<file path="src/rtl/nn_pkg.sv">
// Shared types and sizing constants for the activation datapath.
package nn_pkg;

    localparam int SYS_ARRAY_WIDTH = 15;
    localparam int LUT_A_WID       = 15;

    typedef logic [15:0] lane_t;
    typedef lane_t [SYS_ARRAY_WIDTH-1:0] lane_vec_t;

    typedef enum logic [1:0] {
        IDLE,
        ISSUE,
        DRAIN,
        HOLD
    } seq_state_t;

endpackage

</file>
<file path="src/rtl/sigmoid_addr_map.sv">
// Maps a signed Q8.8 pre-activation onto the sigmoid LUT address space.
module sigmoid_addr_map
    import nn_pkg::*;
#(
    parameter int A_WID = LUT_A_WID
) (
    input  lane_t              x_i,
    output logic [A_WID-1:0]   addr_o
);

    // Flipping the sign bit turns two's complement into offset binary, so the
    // most negative input lands on address 0 and the table is monotonic.
    assign addr_o = {~x_i[15], x_i[14:16-A_WID]};

    generate
        if (A_WID < 16) begin : gDropLow
            logic unusedLowBits;
            assign unusedLowBits = ^x_i[15-A_WID:0];
        end
    endgenerate

endmodule

</file>
<file path="src/rtl/sigmoid_lut_sequencer.sv">
// Streams one activation vector through the shared sigmoid LUT BRAM, one lane
// per cycle, and arbitrates LUT preload writes against lookups.
module sigmoid_lut_sequencer
    import nn_pkg::*;
#(
    parameter int A_WID           = LUT_A_WID,
    parameter int SYS_ARRAY_WIDTH = nn_pkg::SYS_ARRAY_WIDTH
) (
    input  logic                          clk_i,
    input  logic                          reset_i,

    input  logic                          in_valid_i,
    output logic                          in_ready_o,
    input  lane_t [SYS_ARRAY_WIDTH-1:0]   in_data_i,

    output logic                          out_valid_o,
    input  logic                          out_ready_i,
    output lane_t [SYS_ARRAY_WIDTH-1:0]   out_data_o,

    input  logic                          cfg_valid_i,
    output logic                          cfg_ready_o,
    input  logic [A_WID-1:0]              cfg_addr_i,
    input  lane_t [SYS_ARRAY_WIDTH-1:0]   cfg_data_i,

    output logic                          bram_en_o,
    output logic                          bram_we_o,
    output logic [A_WID-1:0]              bram_addr_o,
    output lane_t [SYS_ARRAY_WIDTH-1:0]   bram_di_o,
    input  lane_t [SYS_ARRAY_WIDTH-1:0]   bram_dout_i
);

    localparam int CNT_W = (SYS_ARRAY_WIDTH > 1) ? $clog2(SYS_ARRAY_WIDTH) : 1;
    localparam logic [CNT_W-1:0] LAST_LANE = CNT_W'(SYS_ARRAY_WIDTH - 1);

    seq_state_t                    state_q, state_d;
    logic [CNT_W-1:0]              lane_cnt_q, lane_cnt_d;
    logic                          out_valid_q, out_valid_d;
    lane_t [SYS_ARRAY_WIDTH-1:0]   x_q;
    lane_t [SYS_ARRAY_WIDTH-1:0]   out_data_q;
    logic                          cap_valid_q;
    logic [CNT_W-1:0]              cap_lane_q;
    logic [A_WID-1:0]              addr_q;
    lane_t [SYS_ARRAY_WIDTH-1:0]   di_q;

    logic                          inFire;
    logic                          lastLane;
    logic [A_WID-1:0]              laneAddr;

    // A pending cfg write always wins the IDLE cycle, so inputs wait behind it.
    assign inFire   = (state_q == IDLE) && in_valid_i && !cfg_valid_i;
    assign lastLane = (lane_cnt_q == LAST_LANE);

    sigmoid_addr_map #(
        .A_WID (A_WID)
    ) uAddrMap (
        .x_i    (x_q[lane_cnt_q]),
        .addr_o (laneAddr)
    );

    always_ff @(posedge clk_i or posedge reset_i) begin
        if (reset_i) begin
            state_q     <= IDLE;
            lane_cnt_q  <= '0;
            out_valid_q <= 1'b0;
        end else begin
            state_q     <= state_d;
            lane_cnt_q  <= lane_cnt_d;
            out_valid_q <= out_valid_d;
        end
    end

    always_comb begin
        state_d     = state_q;
        lane_cnt_d  = lane_cnt_q;
        out_valid_d = out_valid_q;
        case (state_q)
            IDLE: begin
                if (inFire) begin
                    state_d    = ISSUE;
                    lane_cnt_d = '0;
                end
            end
            ISSUE: begin
                if (lastLane) begin
                    state_d    = DRAIN;
                    lane_cnt_d = '0;
                end else begin
                    lane_cnt_d = lane_cnt_q + 1'b1;
                end
            end
            DRAIN: begin
                state_d     = HOLD;
                out_valid_d = 1'b1;
            end
            HOLD: begin
                if (out_ready_i) begin
                    state_d     = IDLE;
                    out_valid_d = 1'b0;
                end
            end
            default: state_d = IDLE;
        endcase
    end

    // Address and write data fall back to their registered copies so the BRAM
    // pins hold steady whenever nothing is being accessed.
    always_comb begin
        in_ready_o  = 1'b0;
        cfg_ready_o = 1'b0;
        bram_en_o   = 1'b0;
        bram_we_o   = 1'b0;
        bram_addr_o = addr_q;
        bram_di_o   = di_q;
        case (state_q)
            IDLE: begin
                cfg_ready_o = 1'b1;
                in_ready_o  = !cfg_valid_i;
                if (cfg_valid_i) begin
                    bram_en_o   = 1'b1;
                    bram_we_o   = 1'b1;
                    bram_addr_o = cfg_addr_i;
                    bram_di_o   = cfg_data_i;
                end
            end
            ISSUE: begin
                bram_en_o   = 1'b1;
                bram_addr_o = laneAddr;
            end
            default: ;
        endcase
    end

    // The BRAM answers one cycle after the read, so the issued lane index is
    // delayed by one cycle to steer the capture.
    always_ff @(posedge clk_i or posedge reset_i) begin
        if (reset_i) begin
            x_q         <= '0;
            out_data_q  <= '0;
            cap_valid_q <= 1'b0;
            cap_lane_q  <= '0;
            addr_q      <= '0;
            di_q        <= '0;
        end else begin
            addr_q      <= bram_addr_o;
            di_q        <= bram_di_o;
            cap_valid_q <= (state_q == ISSUE);
            cap_lane_q  <= lane_cnt_q;
            if (inFire) begin
                x_q <= in_data_i;
            end
            if (cap_valid_q) begin
                out_data_q[cap_lane_q] <= bram_dout_i[cap_lane_q];
            end
        end
    end

    assign out_valid_o = out_valid_q;
    assign out_data_o  = out_data_q;

endmodule
</file>
<file path="config.mk">
export PLATFORM = sky130hd
export DESIGN_NAME = sigmoid_lut_sequencer
export DESIGN_NICKNAME = d
export VERILOG_FILES = /design/src/rtl/nn_pkg.sv /design/src/rtl/sigmoid_addr_map.sv /design/src/rtl/sigmoid_lut_sequencer.sv
export SDC_FILE = /design/constraint.sdc
export NUM_CORES = 1
export LEC_CHECK = 0
export ABC_AREA = 1
export CAP_MARGIN = 20
export CORE_AREA = 4 4 475 477
export CTS_BUF_LIST = sky130_fd_sc_hd__clkbuf_4 sky130_fd_sc_hd__clkbuf_8
export CTS_CLUSTER_SIZE = 8
export DETAILED_ROUTE_END_ITERATION = 6
export DIE_AREA = 0 0 479 481
export PLACE_DENSITY_LB_ADDON = 0.25
export SYNTH_ARGS = -nofsm -noshare
export SYNTH_HDL_FRONTEND = slang
export SYNTH_SLANG_ARGS = --single-unit
</file>
<file path="constraint.sdc">
create_clock -name clk_i -period 49.9 [get_ports clk_i]
set_input_delay 12.475 -clock clk_i [delete_from_list [all_inputs] [get_ports clk_i]]
set_output_delay 12.475 -clock clk_i [all_outputs]
set_load 0.01 [all_outputs]
</file>
== Word level (Yosys, flattened, before mapping) ==
Index checks and enable logic that the tools add are counted.
W data, S select, Z words.

* Add/subtract/negate cells: 1
* Multiply operators: 0
* Divide/modulo/power cells: 0
* Magnitude comparators: 3
* Equality and inequality tests: 7
* Shift-type cells: 0
* Multiplexer cells: 25
* Bitwise operators: 1
* Reduce and logical (&&, ||, !) cells: 10

{| class="wikitable"
|+ Operator list
! operator !! number
|-
| $mux W240 || 2
|-
| $bwmux W240 || 1
|-
| $bmux W16 S4 || 2
|-
| $demux W16 S4 || 1
|-
| $mux W16 || 3
|-
| $pmux W15 S2 || 1
|-
| $mux W15 || 1
|-
| $lt A4 B5 Y1 const B || 2
|-
| $mux W4 || 2
|-
| $pmux W2 S4 || 1
|-
| $pmux W4 S2 || 1
|-
| $mux W2 || 3
|-
| $ne A2 B2 Y1 const B || 3
|-
| $mux W1 || 5
|-
| $add A4 B1 Y4 const B || 1
|-
| $eq A2 B2 Y1 const B || 2
|-
| $eq A4 B4 Y1 const B || 1
|-
| $ge A4 B1 Y1 const B || 1
|-
| $pmux W1 S2 || 2
|-
| $reduce_and A2 Y1 || 2
|-
| $reduce_bool A2 Y1 || 2
|-
| $logic_and A1 B1 Y1 || 3
|-
| $reduce_and A3 Y1 || 1
|-
| $eq A2 B1 Y1 const B || 1
|-
| other kinds (3) || 3
|}

* Register bits after elaboration: 747
* Latch bits: 0
* Bits in writable memories: 0
* Memory bits (read-only): 0
* Input bits: 740
* Output and inout bits: 500
* Word-level logic and storage cells: 98
* Memories: 0

== Depth between registers and ports, before layout ==
* Depth in word-level cells: 5
* Gate-level depth with buffers: 14

== Modules after synthesis ==
From an unflattened synthesis, not the netlist that was laid out.

* Cell total of the unflattened synthesis: 3877
* Area, all modules: 33235.6 µm²

{| class="wikitable"
|+ Modules (own cells, without submodules)
! module !! times used !! cells each !! area an instance (µm²) !! seq. area each (µm²)
|-
| sigmoid_lut_sequencer || 1 || 3862 || 33126.8 || 18692.9
|-
| sigmoid_addr_map || 1 || 15 || 108.9 || 0.0
|}

== Worst setup path before layout ==
No wires, ideal clock.

* Kind: in2out
* Start point: input cfg_valid_i
* End point: output bram_di_o[10] in the netlist's numbering
* Arrival: 13.504 ns
* Setup slack: 23.921 ns
* Cell stages on the path: 6
* Path buffers: 2
* Cells stage by stage: nand2_1 inv_1 clkbuf_1 clkbuf_1 nand2_1 nand2_1

{| class="wikitable"
|+ RTL lines
! element !! RTL line !! text
|-
| start: declaration || sigmoid_lut_sequencer.sv:20 || <nowiki>input logic cfg_valid_i,</nowiki>
|-
| end: declaration || sigmoid_lut_sequencer.sv:28 || <nowiki>output lane_t [SYS_ARRAY_WIDTH-1:0] bram_di_o,</nowiki>
|}

==> impl_metrics.toml <==
[cts]
cts_tree = "done"
cts_inserted_buffers = 150
hold_buffers = 0
clk_latency_ns = 0.91
cts_resized = 0
postCtsSetupRepairBufs = 0
clock-sinks = 732
clk_path_buf_depth = 3
htreeDepth = 4
clk_transition_reported_paths_ns = 0.05
cts_root_buf = "clkbuf_8"

[grt]
overflow = 0
grt_pass1_vias = 34060
grt_use_total = 0.1571
antenna_found_initial = 106
grt_pass1_wl_um = 260500
grt_start_max_net_pins = 222

[status]
status = "finished, final reports clean"

[synth]
netlist_area_mm2 = 0.03309
avgSynthCellArea_um2 = 7.703
netlist.area_leader.share = 0.5536
ys_top_cells_by_area = "dfrtp_1, nand2_1, o21ai_0"
yosys.area.top_type = "dfrtp_1"
synthTopCellsByCount = "nand2_1, dfrtp_1, o21ai_0"
yosysWarningCount = 0
ys.flop_type = "dfrtp_1"
netlist_instances = 4295
ys_seq_area_frac = 0.5536
synth_cell_types = 27
synth_nets = 5042
synth_edf_count = 0
yosysMostFrequentCell = "nand2_1"
synth.ff_latch_count = 732
synthArstFlopShare = 1.000

[timing]
hold_viol = 0
fin_skew_ns = 0.06748
post-route-min-period_ns = 29.19
finalSetupViolations = 0
fmax_mhz = 34.26
finalCritPeriodShare = 0.5850
worst_pin_slew_ns = 1.179
slew_headroom = 0.2120
slew_violations = 0
setup-tns-final_ns = 0
rsz0062_at_grt = "false"

[cells_and_area]
fin_nets = 6215
nFillCells = 24695
stdcell_count = 8564
fin_util = 0.2328
syn_to_final_growth_pct = 55.81
drive_gt1_frac = 0.06699

[route]
drtIter0Drc = 2214
drc = 0
viasPerCell = 3.885
wire_per_inst_um = 21.98
final_antenna_net_count = 0
firstDrtPassIters = 5
vias = 33272
routed_wl_um = 188300

[worst_setup_path]
cp_num_buf_inv = 5
path_cells = "clkdlybuf4s50_1 > nand2_4 > buf_4 > buf_4 > buf_4 > nand2_1 > nand2_1 > clkdlybuf4s50_1"
worstPathRequired_ns = 37.42
slowest_delay_ns = 0.83
path_class = "in -> out"
path_delay_family = "buffers and inverters"
cp.arrival_ns = 16.71
cp_common_cell = "buf_4"
path_max_fanout = 88
end_kind = "primary output"
cp-start-kind = "primary input"
critPathSlowestCell = "buf_4"

[hold_path]
hp-class = "reg -> reg"

[floorplanning]
core_mm2 = 0.2214
initial_core_util = 0.1494
fp.dieH_um = 481
die_area_mm2 = 0.2304
dieWidth_um = 479
num_rows = 173
io-pin-count = 1240

[pwr]
ir_worst_vdd_uv = 30.66
leakagePower_uw = 0.02399
p_per_area_mw_per_mm2 = 60.94
power_uw = 3142

[place]
gp_congestion = 0.8626
port_buffers = 1224
dp_hpwl_um = 140200
dp.cells = 8291

[run]
maxCapViolations = 0
==> where the power goes <==
group / switching (µW) / internal, µW / leakage (µW)
logic: 904 / 580 / 0.0137
registers: 118 / 850 / 0.00857
clock network: 302 / 388 / 0.00170
==> layer usage <==
layer	up-vias	track usage	share of wire
li1	15673	-	-
met1	15755	0.1895	0.41
met2	1378	0.2620	0.47
met3	376	0.05548	0.088
met4	90	0.04854	0.030
met5	-	0	0.0032
==> flip-flops by register name, summed over array words and instances, names as in the netlist, 2 cells and up <==
register    count
cap_lane_q      4
addr_q         15
x_q           225
di_q          240
lane_cnt_q      4
out_data_o    240
state_q         2
==> through the flow <==
stage          hold WS (ns)  setup slack, ns  cell area, µm²
2_1_floorplan        0.3519            16.89           33090
6_report             0.4695            20.71           51550
5_1_grt              0.4808            20.39           51510
3_3_place_gp         0.4581            20.70           48290
3_5_place_dp         0.4586            20.68           48290
4_1_cts              0.4727            20.67           51500
==> area by class of cell <==
| class | count | area, µm² | share of cell area |
|---|---|---|---|
| Sequential cell | 732 | 18320 | 0.3555 |
| Multi-Input combinational cell | 3075 | 12700 | 0.2463 |
| Timing Repair Buffer | 1275 | 12650 | 0.2453 |
| Tap cell | 2975 | 3722 | 0.07221 |
| Clock buffer | 225 | 2809 | 0.05449 |
| Inverter | 234 | 898.4 | 0.01743 |
| Clock inverter | 27 | 401.6 | 0.007791 |
| Antenna cell | 21 | 52.55 | 0.001019 |
==> logic make-up after synthesis <==
| group | synth area share |
|---|---|
| buffers and inverters | 0.06323 |
| DFF | 0.5536 |
| AOI/OAI and AO/OA | 0.06902 |
| and+or+nand+nor | 0.3115 |
| adders and majority gates | 0.002647 |
==> cell usage in the layout (no fill, tap or decap), types with 3 or more instances in the layout <==
cell type        synthesis  routed
a21oi_1                  4       4
a22oi_1                 15      15
buf_4                   26      50
bufinv_16                0       5
clkbuf_4                 0      46
clkbuf_8                 0     179
clkdlybuf4s50_1          0    1224
clkinv_2                 0       8
clkinv_8                 0       6
dfrtp_1                732     729
diode_2                  0      21
ha_1                     7       7
inv_1                  210     208
inv_12                   0       4
inv_2                   20      21
inv_8                    0       3
nand2_1               2285    2282
nand2_2                 19      21
nand3_1                216     216
nand3_4                  3       3
nor2_1                  79      78
nor2_2                   4       4
nor2_4                  11      12
o21ai_0                252     252
o21ai_1                175     175
==> worst reg2reg max path: cells and delay by family, from the launching register on <==
family,cells,cell delay (ns)
buffers and inverters,4,2.68
and+or+nand+nor,3,0.52
DFF,1,0.37
adders and majority gates,1,0.33
==> path summary, 6_finish.rpt <==
check | slack [ns] | start | cells after the start | endpoint
hold / removal | 0.47 | di_q[170] | 2 | di_q[170]
hold reg to reg | 0.47 | di_q[170] | 2 | di_q[170]
setup / recovery | 20.71 | cfg_valid_i | 8 | bram_di_o[146]
max in group asynchronous | 33.76 | reset_i | 6 | out_data_o[36]
setup reg to reg | 45.88 | state_q[0] | 8 | di_q[81]
min in group asynchronous | 12.11 | reset_i | 2 | di_q[155]
Note: power is estimated with default switching activity, not from simulation.
